**src/rtl/qsfp_mgmt_pkg.sv**
```systemverilog
// Shared types and helpers for the QSFP management controller.
package qsfp_mgmt_pkg;

   typedef enum logic [1:0] {
      ST_ABSENT,
      ST_RESET,
      ST_INIT,
      ST_READY
   } port_state_e;

   typedef enum logic [1:0] {
      S_IDLE,
      S_GAP,
      S_ON
   } sel_state_e;

   // Width needed to count 0..count-1, never narrower than one bit.
   function automatic int cntWidth(input int count);
      return (count > 1) ? $clog2(count) : 1;
   endfunction

endpackage

```
**src/rtl/qsfp_port_fsm.sv**
```systemverilog
// One QSFP cage: pin synchronisers, presence debouncer, bring-up FSM and
// interrupt latch.
module qsfp_port_fsm
   import qsfp_mgmt_pkg::*;
#(
   parameter int DEBOUNCE_CYCLES = 10000,
   parameter int RESET_CYCLES    = 1000,
   parameter int INIT_CYCLES     = 200000
) (
   input  logic clock,
   input  logic reset,
   input  logic i_modprsl,
   input  logic i_intl,
   input  logic i_refclkReset,
   input  logic i_swReset,
   input  logic i_lpmodeReq,
   input  logic i_intClear,
   output logic o_resetl,
   output logic o_lpmode,
   output logic o_present,
   output logic o_ready,
   output logic o_intPending
);

   localparam int DEB_W   = cntWidth(DEBOUNCE_CYCLES);
   localparam int MAX_CNT = (RESET_CYCLES > INIT_CYCLES) ? RESET_CYCLES : INIT_CYCLES;
   localparam int CNT_W   = cntWidth(MAX_CNT);
   localparam logic [DEB_W-1:0] DEB_LAST  = DEB_W'(DEBOUNCE_CYCLES - 1);
   localparam logic [CNT_W-1:0] RST_LAST  = CNT_W'(RESET_CYCLES - 1);
   localparam logic [CNT_W-1:0] INIT_LAST = CNT_W'(INIT_CYCLES - 1);

   logic             r_prsSync1;
   logic             r_prsSync2;
   logic             r_intSync1;
   logic             r_intSync2;
   logic             r_intPrev;
   logic [DEB_W-1:0] r_debCnt;
   logic             r_present;
   port_state_e      r_state;
   logic [CNT_W-1:0] r_cnt;
   logic             r_resetl;
   logic             r_lpmode;
   logic             r_ready;
   logic             r_intPending;
   logic             w_intFall;

   // Two-flop synchronisers for the asynchronous pins; idle level is high.
   always_ff @(posedge clock) begin
      if (reset) begin
         r_prsSync1 <= 1'b1;
         r_prsSync2 <= 1'b1;
         r_intSync1 <= 1'b1;
         r_intSync2 <= 1'b1;
         r_intPrev  <= 1'b1;
      end else begin
         r_prsSync1 <= i_modprsl;
         r_prsSync2 <= r_prsSync1;
         r_intSync1 <= i_intl;
         r_intSync2 <= r_intSync1;
         r_intPrev  <= r_intSync2;
      end
   end

   // Presence flips only after a full run of samples disagreeing with it.
   always_ff @(posedge clock) begin
      if (reset) begin
         r_present <= 1'b0;
         r_debCnt  <= '0;
      end else if ((~r_prsSync2) != r_present) begin
         if (r_debCnt == DEB_LAST) begin
            r_present <= ~r_present;
            r_debCnt  <= '0;
         end else begin
            r_debCnt <= r_debCnt + DEB_W'(1);
         end
      end else begin
         r_debCnt <= '0;
      end
   end

   // Bring-up sequence ABSENT -> RESET -> INIT -> READY with registered pins.
   always_ff @(posedge clock) begin
      if (reset || !r_present) begin
         r_state  <= ST_ABSENT;
         r_cnt    <= '0;
         r_resetl <= 1'b0;
         r_lpmode <= 1'b1;
         r_ready  <= 1'b0;
      end else begin
         case (r_state)
            ST_ABSENT: begin
               if (!i_refclkReset) begin
                  r_state <= ST_RESET;
                  r_cnt   <= '0;
               end
            end
            ST_RESET: begin
               if (i_swReset) begin
                  r_cnt <= '0;
               end else if (r_cnt == RST_LAST) begin
                  r_state  <= ST_INIT;
                  r_cnt    <= '0;
                  r_resetl <= 1'b1;
               end else begin
                  r_cnt <= r_cnt + CNT_W'(1);
               end
            end
            ST_INIT: begin
               if (i_swReset) begin
                  r_state  <= ST_RESET;
                  r_cnt    <= '0;
                  r_resetl <= 1'b0;
               end else if (r_cnt == INIT_LAST) begin
                  r_state  <= ST_READY;
                  r_cnt    <= '0;
                  r_lpmode <= i_lpmodeReq;
                  r_ready  <= 1'b1;
               end else begin
                  r_cnt <= r_cnt + CNT_W'(1);
               end
            end
            ST_READY: begin
               if (i_swReset) begin
                  r_state  <= ST_RESET;
                  r_cnt    <= '0;
                  r_resetl <= 1'b0;
                  r_lpmode <= 1'b1;
                  r_ready  <= 1'b0;
               end else begin
                  r_lpmode <= i_lpmodeReq;
               end
            end
            default: begin
               r_state  <= ST_ABSENT;
               r_cnt    <= '0;
               r_resetl <= 1'b0;
               r_lpmode <= 1'b1;
               r_ready  <= 1'b0;
            end
         endcase
      end
   end

   assign w_intFall = r_intPrev & ~r_intSync2;

   // Latch falling intl edges seen while READY; a new edge beats a clear.
   always_ff @(posedge clock) begin
      if (reset || !r_present) begin
         r_intPending <= 1'b0;
      end else if ((r_state == ST_READY) && w_intFall) begin
         r_intPending <= 1'b1;
      end else if (i_intClear) begin
         r_intPending <= 1'b0;
      end
   end

   assign o_resetl     = r_resetl;
   assign o_lpmode     = r_lpmode;
   assign o_present    = r_present;
   assign o_ready      = r_ready;
   assign o_intPending = r_intPending;

endmodule

```
**src/rtl/qsfp_mgmt_ctrl.sv**
```systemverilog
// Management controller for NUM_PORTS QSFP28 cages: shared refclk reset,
// per-cage bring-up, interrupt aggregation and I2C select arbitration.
module qsfp_mgmt_ctrl
   import qsfp_mgmt_pkg::*;
#(
   parameter int NUM_PORTS           = 2,
   parameter int REFCLK_RESET_CYCLES = 1000,
   parameter int DEBOUNCE_CYCLES     = 10000,
   parameter int RESET_CYCLES        = 1000,
   parameter int INIT_CYCLES         = 200000,
   parameter int SEL_GAP_CYCLES      = 100
) (
   input  logic                           clock,
   input  logic                           reset,
   input  logic [NUM_PORTS-1:0]           qsfp_modprsl,
   input  logic [NUM_PORTS-1:0]           qsfp_intl,
   output logic [NUM_PORTS-1:0]           qsfp_resetl,
   output logic [NUM_PORTS-1:0]           qsfp_lpmode,
   output logic [NUM_PORTS-1:0]           qsfp_modsell,
   output logic                           qsfp_refclk_reset,
   input  logic [NUM_PORTS-1:0]           sw_reset,
   input  logic [NUM_PORTS-1:0]           lpmode_req,
   input  logic [NUM_PORTS-1:0]           int_clear,
   input  logic                           sel_valid,
   input  logic [cntWidth(NUM_PORTS)-1:0] sel_port,
   output logic                           sel_grant,
   output logic [NUM_PORTS-1:0]           port_present,
   output logic [NUM_PORTS-1:0]           port_ready,
   output logic [NUM_PORTS-1:0]           int_pending,
   output logic                           irq
);

   localparam int SEL_W = cntWidth(NUM_PORTS);
   localparam int REF_W = cntWidth(REFCLK_RESET_CYCLES);
   localparam int GAP_W = cntWidth(SEL_GAP_CYCLES);
   localparam logic [REF_W-1:0] REF_LAST = REF_W'(REFCLK_RESET_CYCLES - 1);
   localparam logic [GAP_W-1:0] GAP_LAST = GAP_W'(SEL_GAP_CYCLES - 1);

   logic                 r_refclkReset;
   logic [REF_W-1:0]     r_refclkCnt;
   sel_state_e           r_selState;
   logic [GAP_W-1:0]     r_gapCnt;
   logic [SEL_W-1:0]     r_selPort;
   logic [NUM_PORTS-1:0] r_modsell;
   logic                 r_selGrant;
   logic                 r_irq;
   logic [NUM_PORTS-1:0] w_ready;
   logic [NUM_PORTS-1:0] w_intPending;
   logic                 w_reqOk;

   // Hold the shared reference-clock generator in reset after every reset.
   always_ff @(posedge clock) begin
      if (reset) begin
         r_refclkReset <= 1'b1;
         r_refclkCnt   <= '0;
      end else if (r_refclkReset) begin
         if (r_refclkCnt == REF_LAST) begin
            r_refclkReset <= 1'b0;
         end else begin
            r_refclkCnt <= r_refclkCnt + REF_W'(1);
         end
      end
   end

   for (genvar i = 0; i < NUM_PORTS; i++) begin : g_port
      qsfp_port_fsm #(
         .DEBOUNCE_CYCLES (DEBOUNCE_CYCLES),
         .RESET_CYCLES    (RESET_CYCLES),
         .INIT_CYCLES     (INIT_CYCLES)
      ) u_port (
         .clock        (clock),
         .reset        (reset),
         .i_modprsl    (qsfp_modprsl[i]),
         .i_intl       (qsfp_intl[i]),
         .i_refclkReset(r_refclkReset),
         .i_swReset    (sw_reset[i]),
         .i_lpmodeReq  (lpmode_req[i]),
         .i_intClear   (int_clear[i]),
         .o_resetl     (qsfp_resetl[i]),
         .o_lpmode     (qsfp_lpmode[i]),
         .o_present    (port_present[i]),
         .o_ready      (w_ready[i]),
         .o_intPending (w_intPending[i])
      );
   end

   // A selection request is only acceptable for an existing port in READY.
   always_comb begin
      w_reqOk = 1'b0;
      if (sel_valid && (int'(sel_port) < NUM_PORTS)) begin
         w_reqOk = w_ready[sel_port];
      end
   end

   // I2C select arbiter: every new selection passes through an all-deselected gap.
   always_ff @(posedge clock) begin
      if (reset) begin
         r_selState <= S_IDLE;
         r_gapCnt   <= '0;
         r_selPort  <= '0;
         r_modsell  <= '1;
         r_selGrant <= 1'b0;
      end else begin
         case (r_selState)
            S_IDLE: begin
               r_modsell  <= '1;
               r_selGrant <= 1'b0;
               if (w_reqOk) begin
                  r_selState <= S_GAP;
                  r_gapCnt   <= '0;
                  r_selPort  <= sel_port;
               end
            end
            S_GAP: begin
               if (!w_reqOk || (sel_port != r_selPort)) begin
                  r_selState <= S_IDLE;
               end else if (r_gapCnt == GAP_LAST) begin
                  r_selState <= S_ON;
                  r_modsell  <= ~(NUM_PORTS'(1) << r_selPort);
                  r_selGrant <= 1'b1;
               end else begin
                  r_gapCnt <= r_gapCnt + GAP_W'(1);
               end
            end
            S_ON: begin
               if (!sel_valid || (sel_port != r_selPort) || !w_ready[r_selPort]) begin
                  r_selState <= S_IDLE;
                  r_modsell  <= '1;
                  r_selGrant <= 1'b0;
               end
            end
            default: begin
               r_selState <= S_IDLE;
               r_modsell  <= '1;
               r_selGrant <= 1'b0;
            end
         endcase
      end
   end

   // Interrupt request trails the latched interrupts by one cycle.
   always_ff @(posedge clock) begin
      if (reset) begin
         r_irq <= 1'b0;
      end else begin
         r_irq <= |w_intPending;
      end
   end

   assign qsfp_refclk_reset = r_refclkReset;
   assign qsfp_modsell      = r_modsell;
   assign sel_grant         = r_selGrant;
   assign port_ready        = w_ready;
   assign int_pending       = w_intPending;
   assign irq               = r_irq;

endmodule

```
**config.mk**
```make
export PLATFORM = sky130hd
export DESIGN_NAME = qsfp_mgmt_ctrl
export DESIGN_NICKNAME = d
export VERILOG_FILES = /design/src/rtl/qsfp_mgmt_pkg.sv /design/src/rtl/qsfp_port_fsm.sv /design/src/rtl/qsfp_mgmt_ctrl.sv
export SDC_FILE = /design/constraint.sdc
export NUM_CORES = 1
export LEC_CHECK = 0
export ABC_AREA = 1
export BUFFER_PORTS_ARGS = -buffer_cell sky130_fd_sc_hd__buf_2
export CORE_MARGIN = 3
export CORE_UTILIZATION = 55
export DETAILED_ROUTE_END_ITERATION = 6
export GPL_ROUTABILITY_DRIVEN = 1
export MAX_ROUTING_LAYER = met4
export PLACE_DENSITY = 0.72
export REMOVE_ABC_BUFFERS = 1
export SYNTH_ARGS = -nofsm -noshare
export SYNTH_HDL_FRONTEND = slang
export SYNTH_SLANG_ARGS = --single-unit
```
**constraint.sdc**
```tcl
create_clock -name clock -period 1.71 [get_ports clock]
set_input_delay 0.0855 -clock clock [delete_from_list [all_inputs] [get_ports clock]]
set_output_delay 0.0855 -clock clock [all_outputs]
set_load 0.03 [all_outputs]
```
==> metrics.cfg, run 1 <==
[worst_setup_path]
cp_num_buf_inv = 1
crit_path_start_kind = flip-flop
r2r_start = g_port[1].u_port.r_cnt[1]$_SDFFE_PP0P_
cp.required_ns = 2.01
arrival_ns = 1.92
crit_path_end_kind = flip-flop
cpPeakStageDelay_ns = 0.34
cp_slowest_cell = dfxtp_2
critPathKind = flip-flop to flip-flop
worst-path-max-fanout = 15
r2r_end = g_port[1].u_port.r_cnt[17]$_SDFFE_PP0P_
cpLargestDelayFamily = simple AND/OR/NAND/NOR gates
reg2reg_depth = 10
worst-path-stages = 10
rrSetupSlack_ns = 0.09
crit_chain = ha_2, nand2_1, inv_2, nand2_2, nor2_4, nand3_2, nand2_4, nand2_8, a21oi_4, nor2_1

[clock_tree]
cts_buffers = 17
cts_buffer_depth = 2
cts_tree = yes
cts_sinks = 113
clockRootBuffer = clkbuf_16
clk_latency_ns = 0.42
clk_pin_slew_worst_paths_ns = 0.05
h-tree-depth = 4

[layout]
fin_cells = 1179
num_antenna_cells = 0
final_area_mm2 = 0.007566
layout_common_cells = nand2_1 (229), nor2_1 (138), inv_1 (111)
synthToLayoutAreaGrowth_pct = 18.41
fin_nets = 1056
final_common_cell = nand2_1
drive_gt1_frac = 0.1665

[logic_synthesis]
syn_inst = 968
synth.distinct_cells = 38
synth_area_per_cell_um2 = 6.601
yosysTopAreaCellShare = 0.3540
synth_largest_area_cell = dfxtp_1
seq_area_frac_synth = 0.3540
synth_warnings = 0
synth_area_mm2 = 0.006390
synth.area.top_cells = dfxtp_1 (35%), nand2_1 (14%), nor2_1 (8.3%), inv_1 (6.6%), a21oi_1 (5.5%)
synth-seq-cells = 113

[hold_path]
hold_depth = 3
min_to = r_selPort$_SDFFE_PP0P_
worstHoldStart = sel_port
min_path_type = primary input to flip-flop

[place]
place_area_mm2 = 0.006729
place.gp.congestion = 0.9748
io_buffers = 28
hpwl_mm = 10.11
post-place-cells = 1132

[routing]
ant_nets = 0
vias = 6056
routedWlPerCell_um = 12.36
drt_wl_total_mm = 14.58
wl_met2_mm = 6.660
routedLengthMet1_mm = 7.052
vias_per_cell = 5.137
drt_iter0_drc = 378
routed.top_layer = met4
dr.pass1.iters = 5
wl_met3_um = 640
drc_errors = 0

[power]
power_density_mw_per_mm2 = 855.9
ir_drop_mv = 0.7933
p_leak_uw = 0.002892

[status]
status = completed

[grt]
first_global_vias = 5460
antenna_found_initial = 0
grt_start_max_net_pins = 21
grt_util_all_layers = 0.2402
grt_pass1_wl_mm = 24.63
overflow = 0

[sta]
setup_tns_ns = 0
slew_viol_final = 0
finalSetupViolCount = 0
finalCritPeriodShare = 0.9482
rsz0062_at_grt = no
layout_min_cycle_time_ns = 1.621
fin_skew_ns = 0.005795
finalHoldViolations = 0
worstMarginPinSlew_ns = 0.5907
clock.fmax_mhz = 616.8
relSlewSlack = 0.6057

[floorplanning]
rows = 38
io_pins = 29
fp.coreArea_mm2 = 0.01108
fp.dieH_um = 113.8
dieArea_mm2 = 0.01295
die_x_um = 113.8
initial_core_util = 0.5768

[flow_run]
drv_cap = 0

## registers in the layout, summed over array words and instances (netlist names)
signal and flops:
g_port.u_port.o_intPending 2, g_port.u_port.r_prsSync2 2, r_gapCnt 7, g_port.u_port.r_debCnt 28
r_selState 2, g_port.u_port.r_intSync2 2, sel_grant 1, g_port.u_port.r_intPrev 2
g_port.u_port.r_prsSync1 2, r_selPort 1, g_port.u_port.o_ready 2, irq 1
r_refclkCnt 10, g_port.u_port.r_state 4, qsfp_refclk_reset 1, g_port.u_port.o_present 2
g_port.u_port.o_resetl 2, g_port.u_port.r_intSync1 2, g_port.u_port.r_cnt 36, qsfp_modsell 2
g_port.u_port.o_lpmode 2
## synthesized netlist by cell type, drive strengths merged
cell type and count:
a211oi 2, nor3b 6, xor2 19, nor4 1, xnor2 1, clkbuf 7
o21ai 35, and2 2, nor3 24, nand3b 1, a31oi 3, o21bai 3
inv 120, clkinv 1, a31o 1, or2 12, a21oi 71, dfxtp 113
nand2 244, ha 16, nor2 154, o211ai 1, nand4 24, and3 1
buf 25, nand3 81
## cell type report
| class | count | area, µm² |
|---|---|---|
| Fill cell | 965 | 3512 |
| Inverter | 121 | 454.2 |
| Multi-Input combinational cell | 703 | 3575 |
| Clock buffer | 20 | 446.7 |
| Sequential cell | 113 | 2270 |
| Timing Repair Buffer | 70 | 488.0 |
| Tap cell | 140 | 175.2 |
| Clock inverter | 12 | 157.7 |
## power by group
group | switching, µW | internal, µW
Combinational | 120 | 70.9
Clock | 1270 | 2330
Sequential | 20.4 | 2660
Total | 1410 | 5070
## cells by family after synthesis
group	synth area share
AND/OR/NAND/NOR	0.3893
buffers and inverters	0.1022
AO/OA/AOI/OAI	0.09575
flip-flops	0.3540
XOR/XNOR	0.02741
adder cells (fa/ha/maj)	0.03133
## metal layers
metal  GRT usage  up-vias
met2      0.3647      132
met4     0.08630        0
met1      0.3165     2691
met3     0.05305       19
met5           -        -
li1            -     3214
## worst max path at each step
| stage | end | slack, ns | start |
|---|---|---|---|
| after CTS | g_port[1].u_port.r_cnt[3]$_SDFFE_PP0P_ | 0.03 | g_port[1].u_port.r_cnt[1]$_SDFFE_PP0P_ |
| after floorplan | g_port[0].u_port.r_cnt[7]$_SDFFE_PP0P_ | -0.40 | g_port[0].u_port.r_state[1]$_SDFFE_PP0P_ |
| after global routing | g_port[1].u_port.r_cnt[17]$_SDFFE_PP0P_ | 0.003 | g_port[1].u_port.r_cnt[0]$_SDFFE_PP0P_ |
| final | g_port[1].u_port.r_cnt[17]$_SDFFE_PP0P_ | 0.09 | g_port[1].u_port.r_cnt[1]$_SDFFE_PP0P_ |
| after global placement | g_port[1].u_port.r_cnt[4]$_SDFFE_PP0P_ | 0.09 | g_port[1].u_port.r_cnt[1]$_SDFFE_PP0P_ |
| after detailed placement | g_port[1].u_port.r_cnt[4]$_SDFFE_PP0P_ | 0.04 | g_port[1].u_port.r_cnt[1]$_SDFFE_PP0P_ |
## stage by stage
step	setup WS (ns)	hold WS [ns]	total power, µW	utilization
finish	0.08862	0.01425	6476	0.6830
global route	0.003219	0.03671	6670	0.6830
CTS	0.03117	0.001693	6531	0.6699
detailed placement	0.03695	0.2716	2912	0.6074
global placement	0.08643	0.2695	2909	0.6074
floorplan	-0.4041	0.1546	2845	-
## worst reg2reg max path: stages, from the launching register on
cell,delay [ns]
dfxtp_2,0.34
ha_2,0.19
nand2_1,0.06
inv_2,0.09
nand2_2,0.07
nor2_4,0.16
nand3_2,0.11
nand2_4,0.11
nand2_8,0.11
a21oi_4,0.21
nor2_1,0.07
## timing repair
action,CTS,global route
hold endpoints to repair,8,0
hold buffers,8,0
endpoints found under the setup margin,3,75
resized for setup,1,24
pin swaps,0,6
buffers inserted,0,6
cloned,0,1
Note: power is estimated with default switching activity, not from simulation.
==> inputs of run 2 (changes only) <==
--- a/config.mk
+++ b/config.mk
@@ -8,12 +8,14 @@
 export ABC_AREA = 1
 export BUFFER_PORTS_ARGS = -buffer_cell sky130_fd_sc_hd__buf_2
 export CORE_MARGIN = 3
-export CORE_UTILIZATION = 55
+export CORE_UTILIZATION = 62
 export DETAILED_ROUTE_END_ITERATION = 6
 export GPL_ROUTABILITY_DRIVEN = 1
 export MAX_ROUTING_LAYER = met4
-export PLACE_DENSITY = 0.72
+export PLACE_DENSITY = 0.8
 export REMOVE_ABC_BUFFERS = 1
+export SLEW_MARGIN = 20
 export SYNTH_ARGS = -nofsm -noshare
 export SYNTH_HDL_FRONTEND = slang
+export SYNTH_HIERARCHICAL = 1
 export SYNTH_SLANG_ARGS = --single-unit
==> metrics.cfg, run 2 <==
[status]
status = completed

[layout]
num_antenna_cells = 0
final_area_mm2 = 0.007157
largest_reg_flops = 36
drive_gt1_frac = 0.1815
synthToLayoutAreaGrowth_pct = 18.87
layout_common_cells = nand2_1 (198), nor2_1 (126), dfxtp_1 (106)
final_common_cell = nand2_1
fin_nets = 949
largest_register = g_port.u_port/r_cnt
finish.utilization = 0.7673
reg.largest.list = g_port.u_port/r_cnt (36), g_port.u_port/r_debCnt (28), r_refclkCnt (10)

[worst_setup_path]
crit_path_end_kind = flip-flop
reg2reg_depth = 10
crit_path_start_kind = flip-flop
cp.required_ns = 2.12
crit_path_start = g_port[1].u_port/r_cnt[1]$_SDFFE_PP0P_
worst-path-max-fanout = 12
rrSetupSlack_ns = 0.05
critPathKind = flip-flop to flip-flop
r2r_start = g_port[1].u_port/r_cnt[1]$_SDFFE_PP0P_
arrival_ns = 2.07

[clock_tree]
h-tree-depth = 4
cts_sinks = 113
cts_buffers = 17
clk_pin_slew_worst_paths_ns = 0.06
cts_buffer_depth = 2
clockRootBuffer = clkbuf_8
clk_latency_ns = 0.53
cts_tree = yes

[sta]
layout_min_cycle_time_ns = 1.657
rsz0062_at_grt = yes
setup_tns_ns = 0
fin_skew_ns = 0.01048
slew_viol_final = 0
layout_setup_ws_ns = 0.05254
relSlewSlack = 0.5720
finalCritPeriodShare = 0.9693
clock.fmax_mhz = 603.3
finalSetupViolCount = 0
timing.hold.ws_ns = 0.02876
worstMarginPinSlew_ns = 0.6397
finalHoldViolations = 0

[logic_synthesis]
seq_area_frac_synth = 0.3757
yosysTopAreaCellShare = 0.3757
synth_warnings = 6
synth_most_common_cell = nand2_1
synth_ff_type = dfxtp_1
synth-edff-count = 0
synth_largest_area_cell = dfxtp_1
synth-seq-cells = 113
synth.distinct_cells = 43
syn_inst = 853
async_reset_ff_frac = 0
synth.area.top_cells = dfxtp_1 (38%), nand2_1 (12%), nor2_1 (8.2%), inv_1 (5.9%), nand3_1 (5.6%)
synth.top_cells.by_count = nand2_1 (199), nor2_1 (131), dfxtp_1 (113), inv_1 (95), nand3_1 (67)
synth_area_mm2 = 0.006021
synth_area_per_cell_um2 = 7.058

[floorplanning]
initial_core_util = 0.6455
fp.dieH_um = 104.5
die_x_um = 104.5
dieArea_mm2 = 0.01093
rows = 35
io_pins = 29
fp.coreArea_mm2 = 0.009328

[routing]
drt_iter0_drc = 295
drc_errors = 0
routedWlPerCell_um = 13.32
vias = 5613
ant_nets = 0
dr.pass1.iters = 4
vias_per_cell = 5.295
drt_wl_total_mm = 14.12

[power]
ir_drop_mv = 0.8907
power_density_mw_per_mm2 = 889.0
p_sw_uw = 1385
power_report.internal_total_uw = 4978
p_comb_frac = 0.025
swShare = 0.2176
pwr-share-clk = 0.555
p_leak_uw = 0.002756
power_frac_seq = 0.420

[grt]
grt_pass1_wl_mm = 23.46
grt_start_max_net_pins = 20
first_global_vias = 5291
grt_util_all_layers = 0.2674
antenna_found_initial = 0
overflow = 0

[place]
dpl_worst_slack_ns = -0.006982
place.gp.congestion = 0.9289
hpwl_mm = 9.442
io_buffers = 28
place_area_mm2 = 0.006311

[flow_run]
drv_cap = 0

[hold_path]
min_path_type = primary input to flip-flop
worstHoldStart = sel_valid
hold_depth = 4

==> run 2: cells by family after synthesis <==
family | Yosys count | synth area share
compound gates | 86 | 0.08022
buf+inv | 108 | 0.07689
xor+xnor | 30 | 0.04364
fa+ha+maj | 16 | 0.03325
simple gates | 500 | 0.3903
flops | 113 | 0.3757
==> run 2: power groups by stage <==
stage / logic (µW) / clock network (µW) / registers [µW]
after floorplan: 76.4 / 0 / 2730
after global placement: 131 / 0 / 2730
after detailed placement: 137 / 0 / 2730
after CTS: 155 / 3570 / 2670
after global routing: 176 / 3690 / 2680
final: 159 / 3530 / 2670
==> run 2: repair_timing <==
action	CTS	global route
resized for setup	4	27
pin swaps	0	3
endpoints found under the hold margin	14	0
hold buffers	10	0
buffers inserted	4	2
endpoints found under the setup margin	6	47
cloned	0	2
==> run 2: area by class of cell <==
type,instances,area [µm²]
Clock buffer,19,431.7
Clock inverter,12,160.2
Fill cell,708,2171
Inverter,98,375.4
Multi-Input combinational cell,634,3390
Sequential cell,113,2271
Tap cell,129,161.4
Timing Repair Buffer,55,367.9
==> run 2: metrics by stage <==
step / total power, µW / instances
6_report: 6362 / 1060
5_1_grt: 6546 / 1060
4_1_cts: 6396 / 1056
3_5_place_dp: 2865 / 1011
3_3_place_gp: 2859 / 1011
2_1_floorplan: 2808 / 843
==> run 2: path summary, 6_finish.rpt <==
check                                            to
min                          sel_grant$_SDFFE_PP0P_
max          g_port[1].u_port/r_cnt[3]$_SDFFE_PP0P_
min reg2reg  g_port[0].u_port/r_prsSync2$_SDFF_PP1_
max reg2reg  g_port[1].u_port/r_cnt[3]$_SDFFE_PP0P_
==> run 2: worst max-delay path, cell delays in order, from the launching register on <==
cell and delay [ns]:
dfxtp_1 0.38, ha_2 0.25, nand3_4 0.13, nor2_4 0.14, nand2_1 0.08, nand2_1 0.12
nand2_4 0.10, nand2_2 0.08, nand2_2 0.09, nand2_8 0.13, nor2_1 0.05
==> run 2: per-layer routing <==
| metal | GRT usage | wire (µm) |
|---|---|---|
| met1 | 0.3071 | 5988 |
| met2 | 0.4530 | 7190 |
| met3 | 0.06177 | 713 |
| met4 | 0.1045 | 226 |
| met5 | - | 0 |
==> inputs of run 3 (changes only) <==
--- a/config.mk
+++ b/config.mk
@@ -13,9 +13,7 @@
 export GPL_ROUTABILITY_DRIVEN = 1
 export MAX_ROUTING_LAYER = met4
 export PLACE_DENSITY = 0.8
-export REMOVE_ABC_BUFFERS = 1
 export SLEW_MARGIN = 20
 export SYNTH_ARGS = -nofsm -noshare
 export SYNTH_HDL_FRONTEND = slang
-export SYNTH_HIERARCHICAL = 1
 export SYNTH_SLANG_ARGS = --single-unit
==> constraint.sdc (replaced) <==
create_clock -name clock -period 1.71 [get_ports clock]
set_input_delay 0.0855 -clock clock [delete_from_list [all_inputs] [get_ports clock]]
set_output_delay 0.0855 -clock clock [all_outputs]
set_load 0.05 [all_outputs]
==> metrics.cfg, run 3 (synthesis gave the netlist of run 1 again) <==
[layout]
largest_reg_flops = 36
final_common_cell = nand2_1
fin_nets = 1055
largest_register = g_port.u_port.r_cnt
num_antenna_cells = 0
synthToLayoutAreaGrowth_pct = 18.46
fin_cells = 1171
drive_gt1_frac = 0.1657
reg.largest.list = g_port.u_port.r_cnt (36), g_port.u_port.r_debCnt (28), r_refclkCnt (10)
final_area_mm2 = 0.007570
layout_common_cells = nand2_1 (228), nor2_1 (136), inv_1 (111)

[power]
p_leak_uw = 0.002864
ir_drop_mv = 0.7729
power_frac_seq = 0.426
p_comb_frac = 0.034
p_sw_uw = 1372
swShare = 0.2179
power_density_mw_per_mm2 = 831.6
pwr-share-clk = 0.539
power_report.internal_total_uw = 4923

[place]
place.gp.congestion = 0.9826
dpl_worst_slack_ns = 0.01745
place_area_mm2 = 0.006688
io_buffers = 28
post-place-cells = 1119
hpwl_mm = 10.08

[clock_tree]
h-tree-depth = 4
clk_latency_ns = 0.53
cts_buffers = 17
cts_sinks = 113
clockRootBuffer = clkbuf_8
clk_pin_slew_worst_paths_ns = 0.06
cts_tree = yes
cts_buffer_depth = 2

[worst_setup_path]
cpPeakStageDelay_ns = 0.34
cp_slowest_cell = dfxtp_2
cp.required_ns = 2.13
worst-path-max-fanout = 15
crit_chain = ha_2, nand2_1, inv_2, nand2_2, nor2_4, nand3_2, nand2_4, nand2_8, a21oi_4, nor2_1
critPathKind = flip-flop to flip-flop
crit_path_start_kind = flip-flop
arrival_ns = 2.07
crit_path_end_kind = flip-flop

[routing]
drt_iter0_drc = 421
vias = 6164
drc_errors = 0
vias_per_cell = 5.264
routedWlPerCell_um = 12.67
dr.pass1.iters = 5
drt_wl_total_mm = 14.84
ant_nets = 0

[floorplanning]
fp.coreArea_mm2 = 0.009910
io_pins = 29
die_x_um = 107.5
fp.dieH_um = 107.5
dieArea_mm2 = 0.01156
initial_core_util = 0.6448
rows = 36

[sta]
relSlewSlack = 0.6712
setup_tns_ns = 0
finalHoldViolations = 0
fin_skew_ns = 0.008180
layout_setup_ws_ns = 0.06325
layout_min_cycle_time_ns = 1.647
finalSetupViolCount = 0
slew_viol_final = 0
worstMarginPinSlew_ns = 0.4927
clock.fmax_mhz = 607.3
finalCritPeriodShare = 0.9630

[logic_synthesis]
synth_nets = 998

[grt]
grt_start_max_net_pins = 21
grt_pass1_wl_mm = 25.52
first_global_vias = 5660
overflow = 0
grt_util_all_layers = 0.2797
antenna_found_initial = 0

[hold_path]
min_path_type = primary input to flip-flop

[flow_run]
drv_cap = 0

[status]
status = completed

-- run 3: cell types whose count changed in the layout (fill, tap and decap cells not counted), sizes merged, moves of 4 or more --
cell / change
xnor2: -10
nor3: +9
a21oi: +19
clkbuf: +4
inv: +23
nand2: +19
o21ai: +17
nor2: +5
buf: +11
nand3: +10
-- run 3: power by group through the flow --
stage | logic (µW) | registers, µW | clock network, µW
global placement | 179 | 2740 | 0
floorplan | 111 | 2750 | 0
CTS | 209 | 2690 | 3440
detailed placement | 185 | 2740 | 0
finish | 215 | 2680 | 3400
global route | 239 | 2690 | 3570
-- run 3: path summary, 6_finish.rpt --
check,from,end,slack [ns],cells past startpoint
setup / recovery,g_port[1].u_port.r_cnt[0]$_SDFFE_PP0P_,g_port[1].u_port.r_cnt[2]$_SDFFE_PP0P_,0.06,10
hold / removal,sel_valid,r_selPort$_SDFFE_PP0P_,0.05,5
setup reg to reg,g_port[1].u_port.r_cnt[0]$_SDFFE_PP0P_,g_port[1].u_port.r_cnt[2]$_SDFFE_PP0P_,0.06,10
hold reg to reg,g_port[1].u_port.r_prsSync1$_SDFF_PP1_,g_port[1].u_port.r_prsSync2$_SDFF_PP1_,0.41,1
-- run 3: through the flow --
step                      power (µW)  hold WS [ns]    util
after floorplan                 2865        0.1893       -
after global placement          2920        0.2684  0.6749
after CTS                       6333       0.02655  0.7471
after global routing            6499       0.07636  0.7639
after detailed placement        2926        0.2709  0.6749
final                           6295       0.05479  0.7639
-- run 3: area by class of cell --
cell class | instances | area [µm²]
fillers | 780 | 2340
flip-flops and latches | 113 | 2276
well taps | 133 | 166.4
repair buffers | 69 | 513.0
multi-input cells | 703 | 3587
inverters | 121 | 454.2
clock buffers | 23 | 466.7
clock inverters | 9 | 106.4
-- run 3: critical path, delay by kind of cell (launching register included) --
kind	cells	cell delay [ns]
compound gates	1	0.20
simple gates	7	0.68
flops	1	0.34
buf+inv	1	0.10
fa+ha+maj	1	0.19
-- run 3: repair_timing --
item                                   in CTS  in global routing
pin swaps                                   0                  9
hold buffers                               13                  0
setup endpoints to repair                   2                 63
resized for setup                           2                 33
buffers inserted                            0                  6
endpoints found under the hold margin      21                  0
gates cloned                                0                  1
-- run 3: layer usage --
| metal | vias to the layer above | track usage | wire length (µm) |
|---|---|---|---|
| met5 | - | - | 0 |
| met1 | 2733 | 0.3659 | 6887 |
| met3 | 37 | 0.05819 | 931 |
| li1 | 3210 | - | - |
| met4 | 0 | 0.1262 | 340 |
| met2 | 184 | 0.4174 | 6676 |
